--- config.mk ---
export PLATFORM = sky130hd
export DESIGN_NAME = store_drain_buffer_flat
export DESIGN_NICKNAME = d
export VERILOG_FILES = /design/src/rtl/store_drain_buffer_if.sv /design/src/rtl/store_drain_buffer.sv /design/src/flat_wrapper.sv
export SDC_FILE = /design/constraint.sdc
export NUM_CORES = 1
export LEC_CHECK = 0
export ABC_CLOCK_PERIOD_IN_PS = 3500
export CAP_MARGIN = 20
export CORE_ASPECT_RATIO = 0.75
export CORE_UTILIZATION = 45
export DETAILED_ROUTE_END_ITERATION = 16
export HOLD_SLACK_MARGIN = 0.06
export PLACE_DENSITY = 0.75
export SETUP_SLACK_MARGIN = 0.4
export SLEW_MARGIN = 5
export SYNTH_ARGS = -nofsm -noshare
export SYNTH_HDL_FRONTEND = slang
export SYNTH_SLANG_ARGS = --single-unit
--- constraint.sdc ---
create_clock -name clk -period 3.5 [get_ports clk]
set_input_delay 0.525 -clock clk [delete_from_list [all_inputs] [get_ports clk]]
set_output_delay 0.525 -clock clk [all_outputs]
set_load 0.1 [all_outputs]
--- src/rtl/store_drain_buffer_if.sv ---
`default_nettype none
// ============================================================================
// Module      : store_drain_pkg / store_drain_buffer_if
// Description : Load/store width encoding and the bundled commit, memory and
//               load-check signals of the store drain buffer.
// Revision    : 1.0 - initial release
// ============================================================================
package store_drain_pkg;
  typedef enum logic [2:0] {
    LDST_BYTE   = 3'd0,
    LDST_HALF   = 3'd1,
    LDST_WORD   = 3'd2,
    LDST_BYTE_U = 3'd3,
    LDST_HALF_U = 3'd4
  } ldst_mode_t;
endpackage

interface store_drain_buffer_if;
  import store_drain_pkg::*;

  logic        store_enable;
  ldst_mode_t  store_mode;
  logic [31:0] store_addr;
  logic [31:0] store_data;
  logic        store_ready;

  logic        mem_req_valid;
  logic        mem_req_ready;
  logic [31:0] mem_addr;
  logic [31:0] mem_wdata;
  logic [3:0]  mem_wstrb;

  logic        ld_check_valid;
  logic [31:0] ld_check_addr;
  ldst_mode_t  ld_check_mode;
  logic        ld_conflict;

  logic        misalign_err;
  logic        empty;

  // Commit stage, memory and load unit side
  modport master (
    output store_enable, store_mode, store_addr, store_data,
    input  store_ready,
    input  mem_req_valid, mem_addr, mem_wdata, mem_wstrb,
    output mem_req_ready,
    output ld_check_valid, ld_check_addr, ld_check_mode,
    input  ld_conflict, misalign_err, empty
  );

  // Buffer side
  modport slave (
    input  store_enable, store_mode, store_addr, store_data,
    output store_ready,
    output mem_req_valid, mem_addr, mem_wdata, mem_wstrb,
    input  mem_req_ready,
    input  ld_check_valid, ld_check_addr, ld_check_mode,
    output ld_conflict, misalign_err, empty
  );
endinterface
`default_nettype wire

--- src/rtl/store_drain_buffer.sv ---
`default_nettype none
// ============================================================================
// Module      : store_drain_buffer
// Description : Queues committed stores as word-aligned writes with byte
//               strobes, drains them in order to data memory and flags
//               queued stores that overlap an issuing load.
// Revision    : 1.0 - initial release
// ============================================================================
module store_drain_buffer
  import store_drain_pkg::*;
#(
  parameter int DEPTH = 4
) (
  input  wire                  clk,
  input  wire                  rst_n,
  store_drain_buffer_if.slave  bus
);

  localparam int             PTR_W   = $clog2(DEPTH);
  localparam logic [PTR_W:0] c_DEPTH = (PTR_W + 1)'(DEPTH);

  // Byte lanes touched by an access of the given width at the given offset
  function automatic logic [3:0] lane_strb(input ldst_mode_t m, input logic [1:0] a);
    case (m)
      LDST_WORD:              lane_strb = 4'b1111;
      LDST_HALF, LDST_HALF_U: lane_strb = a[1] ? 4'b1100 : 4'b0011;
      default:                lane_strb = 4'b0001 << a;
    endcase
  endfunction

  // Store value replicated across every lane of its width
  function automatic logic [31:0] lane_data(input ldst_mode_t m, input logic [31:0] d);
    case (m)
      LDST_WORD:              lane_data = d;
      LDST_HALF, LDST_HALF_U: lane_data = {2{d[15:0]}};
      default:                lane_data = {4{d[7:0]}};
    endcase
  endfunction

  function automatic logic is_aligned(input ldst_mode_t m, input logic [1:0] a);
    case (m)
      LDST_WORD:              is_aligned = (a == 2'b00);
      LDST_HALF, LDST_HALF_U: is_aligned = ~a[0];
      default:                is_aligned = 1'b1;
    endcase
  endfunction

  logic [29:0]      r_addr [DEPTH];
  logic [31:0]      r_data [DEPTH];
  logic [3:0]       r_strb [DEPTH];
  logic [PTR_W-1:0] r_rd_ptr;
  logic [PTR_W-1:0] r_wr_ptr;
  logic [PTR_W:0]   r_count;
  logic             r_misalign;

  logic             w_ready;
  logic             w_valid;
  logic             w_aligned;
  logic             w_push;
  logic             w_pop;
  logic [3:0]       w_ld_strb;
  logic [DEPTH-1:0] w_hit;

  // A full queue refuses stores outright, even if the head drains this cycle
  assign w_ready   = (r_count != c_DEPTH);
  assign w_valid   = (r_count != '0);
  assign w_aligned = is_aligned(bus.store_mode, bus.store_addr[1:0]);
  assign w_push    = bus.store_enable & w_ready & w_aligned;
  assign w_pop     = w_valid & bus.mem_req_ready;

  // Entry payload is formatted once at enqueue; storage needs no reset
  always_ff @(posedge clk) begin
    if (w_push) begin
      r_addr[r_wr_ptr] <= bus.store_addr[31:2];
      r_data[r_wr_ptr] <= lane_data(bus.store_mode, bus.store_data);
      r_strb[r_wr_ptr] <= lane_strb(bus.store_mode, bus.store_addr[1:0]);
    end
  end

  // Queue pointers, occupancy and the misalignment pulse
  always_ff @(posedge clk or negedge rst_n) begin
    if (!rst_n) begin
      r_rd_ptr   <= '0;
      r_wr_ptr   <= '0;
      r_count    <= '0;
      r_misalign <= 1'b0;
    end else begin
      r_misalign <= bus.store_enable & w_ready & ~w_aligned;
      if (w_push) r_wr_ptr <= r_wr_ptr + 1'b1;
      if (w_pop)  r_rd_ptr <= r_rd_ptr + 1'b1;
      case ({w_push, w_pop})
        2'b10:   r_count <= r_count + 1'b1;
        2'b01:   r_count <= r_count - 1'b1;
        default: r_count <= r_count;
      endcase
    end
  end

  assign w_ld_strb = lane_strb(bus.ld_check_mode, bus.ld_check_addr[1:0]);

  // An entry is live when its distance from the head is below the occupancy
  for (genvar gi = 0; gi < DEPTH; gi++) begin : g_conflict
    logic [PTR_W-1:0] w_off;
    assign w_off     = PTR_W'(gi) - r_rd_ptr;
    assign w_hit[gi] = ({1'b0, w_off} < r_count)
                     & (r_addr[gi] == bus.ld_check_addr[31:2])
                     & (|(r_strb[gi] & w_ld_strb));
  end

  // Head outputs are zeroed while empty so stale entries never leak out
  assign bus.mem_req_valid = w_valid;
  assign bus.mem_addr      = w_valid ? {r_addr[r_rd_ptr], 2'b00} : 32'h0;
  assign bus.mem_wdata     = w_valid ? r_data[r_rd_ptr] : 32'h0;
  assign bus.mem_wstrb     = w_valid ? r_strb[r_rd_ptr] : 4'h0;
  assign bus.store_ready   = w_ready;
  assign bus.empty         = ~w_valid;
  assign bus.misalign_err  = r_misalign;
  assign bus.ld_conflict   = bus.ld_check_valid & (|w_hit);

endmodule
`default_nettype wire

--- src/flat_wrapper.sv ---
// flat-port wrapper written by rule: the top's interface ports become plain ports
module store_drain_buffer_flat import store_drain_pkg::*;
#(
  parameter int DEPTH = 4
)
  (clk, rst_n, bus_store_enable, bus_store_mode, bus_store_addr, bus_store_data, bus_store_ready, bus_mem_req_valid, bus_mem_addr, bus_mem_wdata, bus_mem_wstrb, bus_mem_req_ready, bus_ld_check_valid, bus_ld_check_addr, bus_ld_check_mode, bus_ld_conflict, bus_misalign_err, bus_empty);
  store_drain_buffer_if bus_i ();
  input  wire clk;
  input  wire rst_n;
  input wire logic [$bits(bus_i.store_enable)-1:0] bus_store_enable;
  input wire logic [$bits(bus_i.store_mode)-1:0] bus_store_mode;
  input wire logic [$bits(bus_i.store_addr)-1:0] bus_store_addr;
  input wire logic [$bits(bus_i.store_data)-1:0] bus_store_data;
  output wire logic [$bits(bus_i.store_ready)-1:0] bus_store_ready;
  output wire logic [$bits(bus_i.mem_req_valid)-1:0] bus_mem_req_valid;
  output wire logic [$bits(bus_i.mem_addr)-1:0] bus_mem_addr;
  output wire logic [$bits(bus_i.mem_wdata)-1:0] bus_mem_wdata;
  output wire logic [$bits(bus_i.mem_wstrb)-1:0] bus_mem_wstrb;
  input wire logic [$bits(bus_i.mem_req_ready)-1:0] bus_mem_req_ready;
  input wire logic [$bits(bus_i.ld_check_valid)-1:0] bus_ld_check_valid;
  input wire logic [$bits(bus_i.ld_check_addr)-1:0] bus_ld_check_addr;
  input wire logic [$bits(bus_i.ld_check_mode)-1:0] bus_ld_check_mode;
  output wire logic [$bits(bus_i.ld_conflict)-1:0] bus_ld_conflict;
  output wire logic [$bits(bus_i.misalign_err)-1:0] bus_misalign_err;
  output wire logic [$bits(bus_i.empty)-1:0] bus_empty;
  assign bus_i.store_enable = bus_store_enable;
  assign bus_i.store_mode = bus_store_mode;
  assign bus_i.store_addr = bus_store_addr;
  assign bus_i.store_data = bus_store_data;
  assign bus_store_ready = bus_i.store_ready;
  assign bus_mem_req_valid = bus_i.mem_req_valid;
  assign bus_mem_addr = bus_i.mem_addr;
  assign bus_mem_wdata = bus_i.mem_wdata;
  assign bus_mem_wstrb = bus_i.mem_wstrb;
  assign bus_i.mem_req_ready = bus_mem_req_ready;
  assign bus_i.ld_check_valid = bus_ld_check_valid;
  assign bus_i.ld_check_addr = bus_ld_check_addr;
  assign bus_i.ld_check_mode = bus_ld_check_mode;
  assign bus_ld_conflict = bus_i.ld_conflict;
  assign bus_misalign_err = bus_i.misalign_err;
  assign bus_empty = bus_i.empty;
  store_drain_buffer #(.DEPTH(DEPTH)) u_core (.clk(clk), .rst_n(rst_n), .bus(bus_i));
endmodule
==> impl_metrics.env, run 1 <==
export IMPL_status="complete, no violations"
export IMPL_synth_most_common_cell="edfxtp_1"
export IMPL_slew_violations=0
export IMPL_synthCells=750
export IMPL_cap_violations=0
export IMPL_grt_antenna_before_repair=2
export IMPL_drive_gt1_frac=0.309
export IMPL_h_tree_depth=1
export IMPL_cts_tree="done"
export IMPL_initial_utilization=0.462
export IMPL_end_kind="primary output"
export IMPL_drt_pass1_iterations=5
export IMPL_avgViaCountPerCell=5.64
export IMPL_synth_ff_type="edfxtp_1"
export IMPL_fillers=2066
export IMPL_grtUsageTotal=0.225
export IMPL_grt_max_degree=46
export IMPL_max_freq_ghz=0.312
export IMPL_drcViolationCount=0
export IMPL_yosysUniqueCellTypes=43
export IMPL_avgSynthCellArea_um2=16.8
export IMPL_yosys_top_cells_count="edfxtp_1 (264), xor2_1 (93), nor2b_1 (72)"
export IMPL_die_y_um=147
export IMPL_numCtsBuffers=28
export IMPL_port_buffers=177
export IMPL_overflow=0
export IMPL_synth_top_area_frac=0.630
export IMPL_place_hpwl_um=22300
export IMPL_fin_nets=1076
export IMPL_drt_total_wl_um=32200
export IMPL_ys_seq_area_frac=0.646
export IMPL_stdcell_count=1333
export IMPL_reg2regPathDepth=10
export IMPL_hp_class="primary input to asynchronous set/reset pin"
export IMPL_rsz0062_at_grt="true"
export IMPL_synth_area_um2=12600
export IMPL_period_minus_slack_ns=3.21
export IMPL_synth_largest_area_cell="edfxtp_1"
export IMPL_startpoint_type="primary input"
export IMPL_max_stage_delay_ns=0.54
export IMPL_core_region_area_um2=27300
export IMPL_critPathKind="primary input to primary output"
export IMPL_cts_root_buf="clkbuf_16"
export IMPL_grt_pass1_vias=7501
export IMPL_slew_headroom=0.351
export IMPL_worst_slew_pin_slew_ns=0.970
export IMPL_grt_pass1_wl_um=47400
export IMPL_rows=52
export IMPL_clockBufferDepth=3
export IMPL_slowest_stage="xor2_1"
export IMPL_path_buf_inv=2
export IMPL_area_delta_synth_final_pct=28.2
export IMPL_ys_seq_elements=272
export IMPL_die_width_um=195
export IMPL_reg2reg_from="u_core.r_count[2]"
export IMPL_gp_congestion=0.891
export IMPL_finalCritPeriodShare=0.916
export IMPL_vias=7521
export IMPL_wl_per_cell_um=24.2
export IMPL_postRouteAntennaNets=0
export IMPL_cts_hold_buf=0
export IMPL_synth_async_sr_flop_share=0.0294
export IMPL_synth_warnings=0
export IMPL_cp_cell_sequence="clkdlybuf4s50_1 -> xor2_1 -> nor4_1 -> nand4_1 -> a211oi_2 -> o41a_4 -> buf_12"
export IMPL_cpLargestDelayFamily="buffers and inverters"
export IMPL_insertion_delay_ns=0.53
export IMPL_crit_fanout=2
export IMPL_critPathArrivalTime_ns=2.68
export IMPL_clkTransAtPathRegs_ns=0.06
export IMPL_synth_edff_count=264
export IMPL_netlist_top_cells_area="edfxtp_1 (63%), mux4_2 (12%), xor2_1 (6.5%)"
export IMPL_place_inst=1273
export IMPL_tns_ns=0
export IMPL_reg2reg_to="u_core.r_count[2]"
export IMPL_setup_violations_final=0
export IMPL_cts_sinks=272
export IMPL_r2r_slack_ns=1.13
export IMPL_finalHoldViolCount=0
export IMPL_crit_required_ns=2.97
export IMPL_io_pin_count=180
export IMPL_drtIter0Drc=771
export IMPL_dieArea_um2=28700
export IMPL_finClkSkew_ns=0.00546
## flip-flops by register name, indices dropped and copies added (netlist names)
name                     count
u_core.bus.misalign_err      1
u_core.r_addr              120
u_core.r_count               3
u_core.r_data              128
u_core.r_rd_ptr              2
u_core.r_strb               16
u_core.r_wr_ptr              2
## area by class of cell
type                    count  area, um2  share of cell area
clock inverters            20        248              0.0153
inverters                  13       50.0             0.00310
diodes                      1       2.50            0.000155
flip-flops and latches    272       8130               0.504
well taps                 351        439              0.0272
repair buffers            211       2040               0.126
clock buffers              32        737              0.0456
multi-input cells         433       4500               0.278
## metrics by stage
| step | cell area [um2] | setup slack, ns | hold slack, ns | utilization |
|---|---|---|---|---|
| 6_report | 16100 | 0.293 | 0.310 | 0.592 |
| 3_5_place_dp | 14900 | 0.106 | 0.500 | 0.547 |
| 4_1_cts | 16100 | 0.313 | 0.300 | 0.591 |
| 2_1_floorplan | 12700 | 0.361 | 0.229 | - |
| 5_1_grt | 16100 | 0.221 | 0.307 | 0.592 |
| 3_3_place_gp | 14900 | 0.0905 | 0.498 | 0.547 |
## what timing repair did
action                     CTS  global route
setup endpoints to repair   47             1
setup buffers                5             0
pin swaps                   12             0
resized for setup           28             5
cloned                       2             0
## layout by cell type, fill, tap and decap left out, types with 4 or more instances in the layout
cell type / count
dfrtp_1: 6
nor2b_1: 33
clkbuf_16: 29
bufinv_16: 5
nor4_1: 18
inv_6: 4
a21oi_1: 13
mux2i_1: 8
nand2_1: 13
clkdlybuf4s50_1: 102
o21ai_0: 14
nand4_1: 12
nor2b_2: 39
mux2_2: 16
inv_1: 11
xnor2_1: 32
buf_4: 90
dlygate4sd2_1: 5
a222oi_1: 4
xor2_1: 92
buf_12: 10
mux4_2: 66
nor2_1: 12
edfxtp_1: 264
and2_2: 4
a22oi_1: 8
ha_1: 8
clkinv_2: 8
## worst max-delay path by stage
stage	end	slack [ns]	depth (start not counted)	start
after global routing	bus_ld_conflict	0.22	9	u_core.r_rd_ptr[0]
final	bus_ld_conflict	0.29	7	bus_ld_check_addr[26]
after floorplan	bus_mem_wdata[10]	0.36	5	u_core.r_count[2]
after CTS	bus_ld_conflict	0.31	9	u_core.r_rd_ptr[0]
after detailed placement	bus_ld_conflict	0.11	7	bus_ld_check_mode[0]
after global placement	bus_ld_conflict	0.09	7	bus_ld_check_mode[0]
## routing by layer
layer | vias to the layer above | track usage | share of wire
li1 | 3335 | - | -
met1 | 3825 | 0.344 | 0.46
met2 | 322 | 0.324 | 0.43
met3 | 39 | 0.0597 | 0.096
met4 | 0 | 0.0433 | 0.015
met5 | - | 0 | 0
## worst register-to-register path, cell delays in order, from the launching register on
cell and delay, ns:
dfrtp_1 0.41, inv_1 0.19, nand2_2 0.17, clkinv_2 0.08, nor2b_1 0.35, ha_1 0.27, inv_1 0.06, fa_1 0.37
xor2_1 0.15, nor2_1 0.11, xnor2_1 0.13
## cells by family (layout without fill, tap and decap cells)
family	count (synthesis)	after routing	synth area share
other cells	1	3	0.000298
xor+xnor	128	128	0.0896
flops	272	272	0.646
mux	91	91	0.140
fa+ha+maj	11	11	0.0113
compound gates	58	58	0.0310
simple gates	143	143	0.0664
buf+inv	46	276	0.0162
Power of run 1 is left out: the tool's default activity adds up to more than one toggle a clock period on the data nets, which glitch-free logic cannot reach.
==> run 2: changes to the inputs <==
--- a/config.mk
+++ b/config.mk
@@ -10,6 +10,7 @@
 export CORE_ASPECT_RATIO = 0.75
 export CORE_UTILIZATION = 45
 export DETAILED_ROUTE_END_ITERATION = 16
+export GPL_TIMING_DRIVEN = 1
 export HOLD_SLACK_MARGIN = 0.06
 export PLACE_DENSITY = 0.75
 export SETUP_SLACK_MARGIN = 0.4
==> results of run 2 <==
No change in the layout: final DEF, timing and power equal those of run 1.
Power of run 2 is left out for the same reason.
==> run 3: changes to the inputs <==
--- a/config.mk
+++ b/config.mk
@@ -5,7 +5,6 @@
 export SDC_FILE = /design/constraint.sdc
 export NUM_CORES = 1
 export LEC_CHECK = 0
-export ABC_CLOCK_PERIOD_IN_PS = 3500
 export CAP_MARGIN = 20
 export CORE_ASPECT_RATIO = 0.75
 export CORE_UTILIZATION = 45
@@ -14,7 +13,7 @@
 export HOLD_SLACK_MARGIN = 0.06
 export PLACE_DENSITY = 0.75
 export SETUP_SLACK_MARGIN = 0.4
-export SLEW_MARGIN = 5
+export SLEW_MARGIN = 20
 export SYNTH_ARGS = -nofsm -noshare
 export SYNTH_HDL_FRONTEND = slang
 export SYNTH_SLANG_ARGS = --single-unit
==> results of run 3 <==
No change in the layout: final DEF, timing and power equal those of run 1.
Power of run 3 is left out for the same reason.
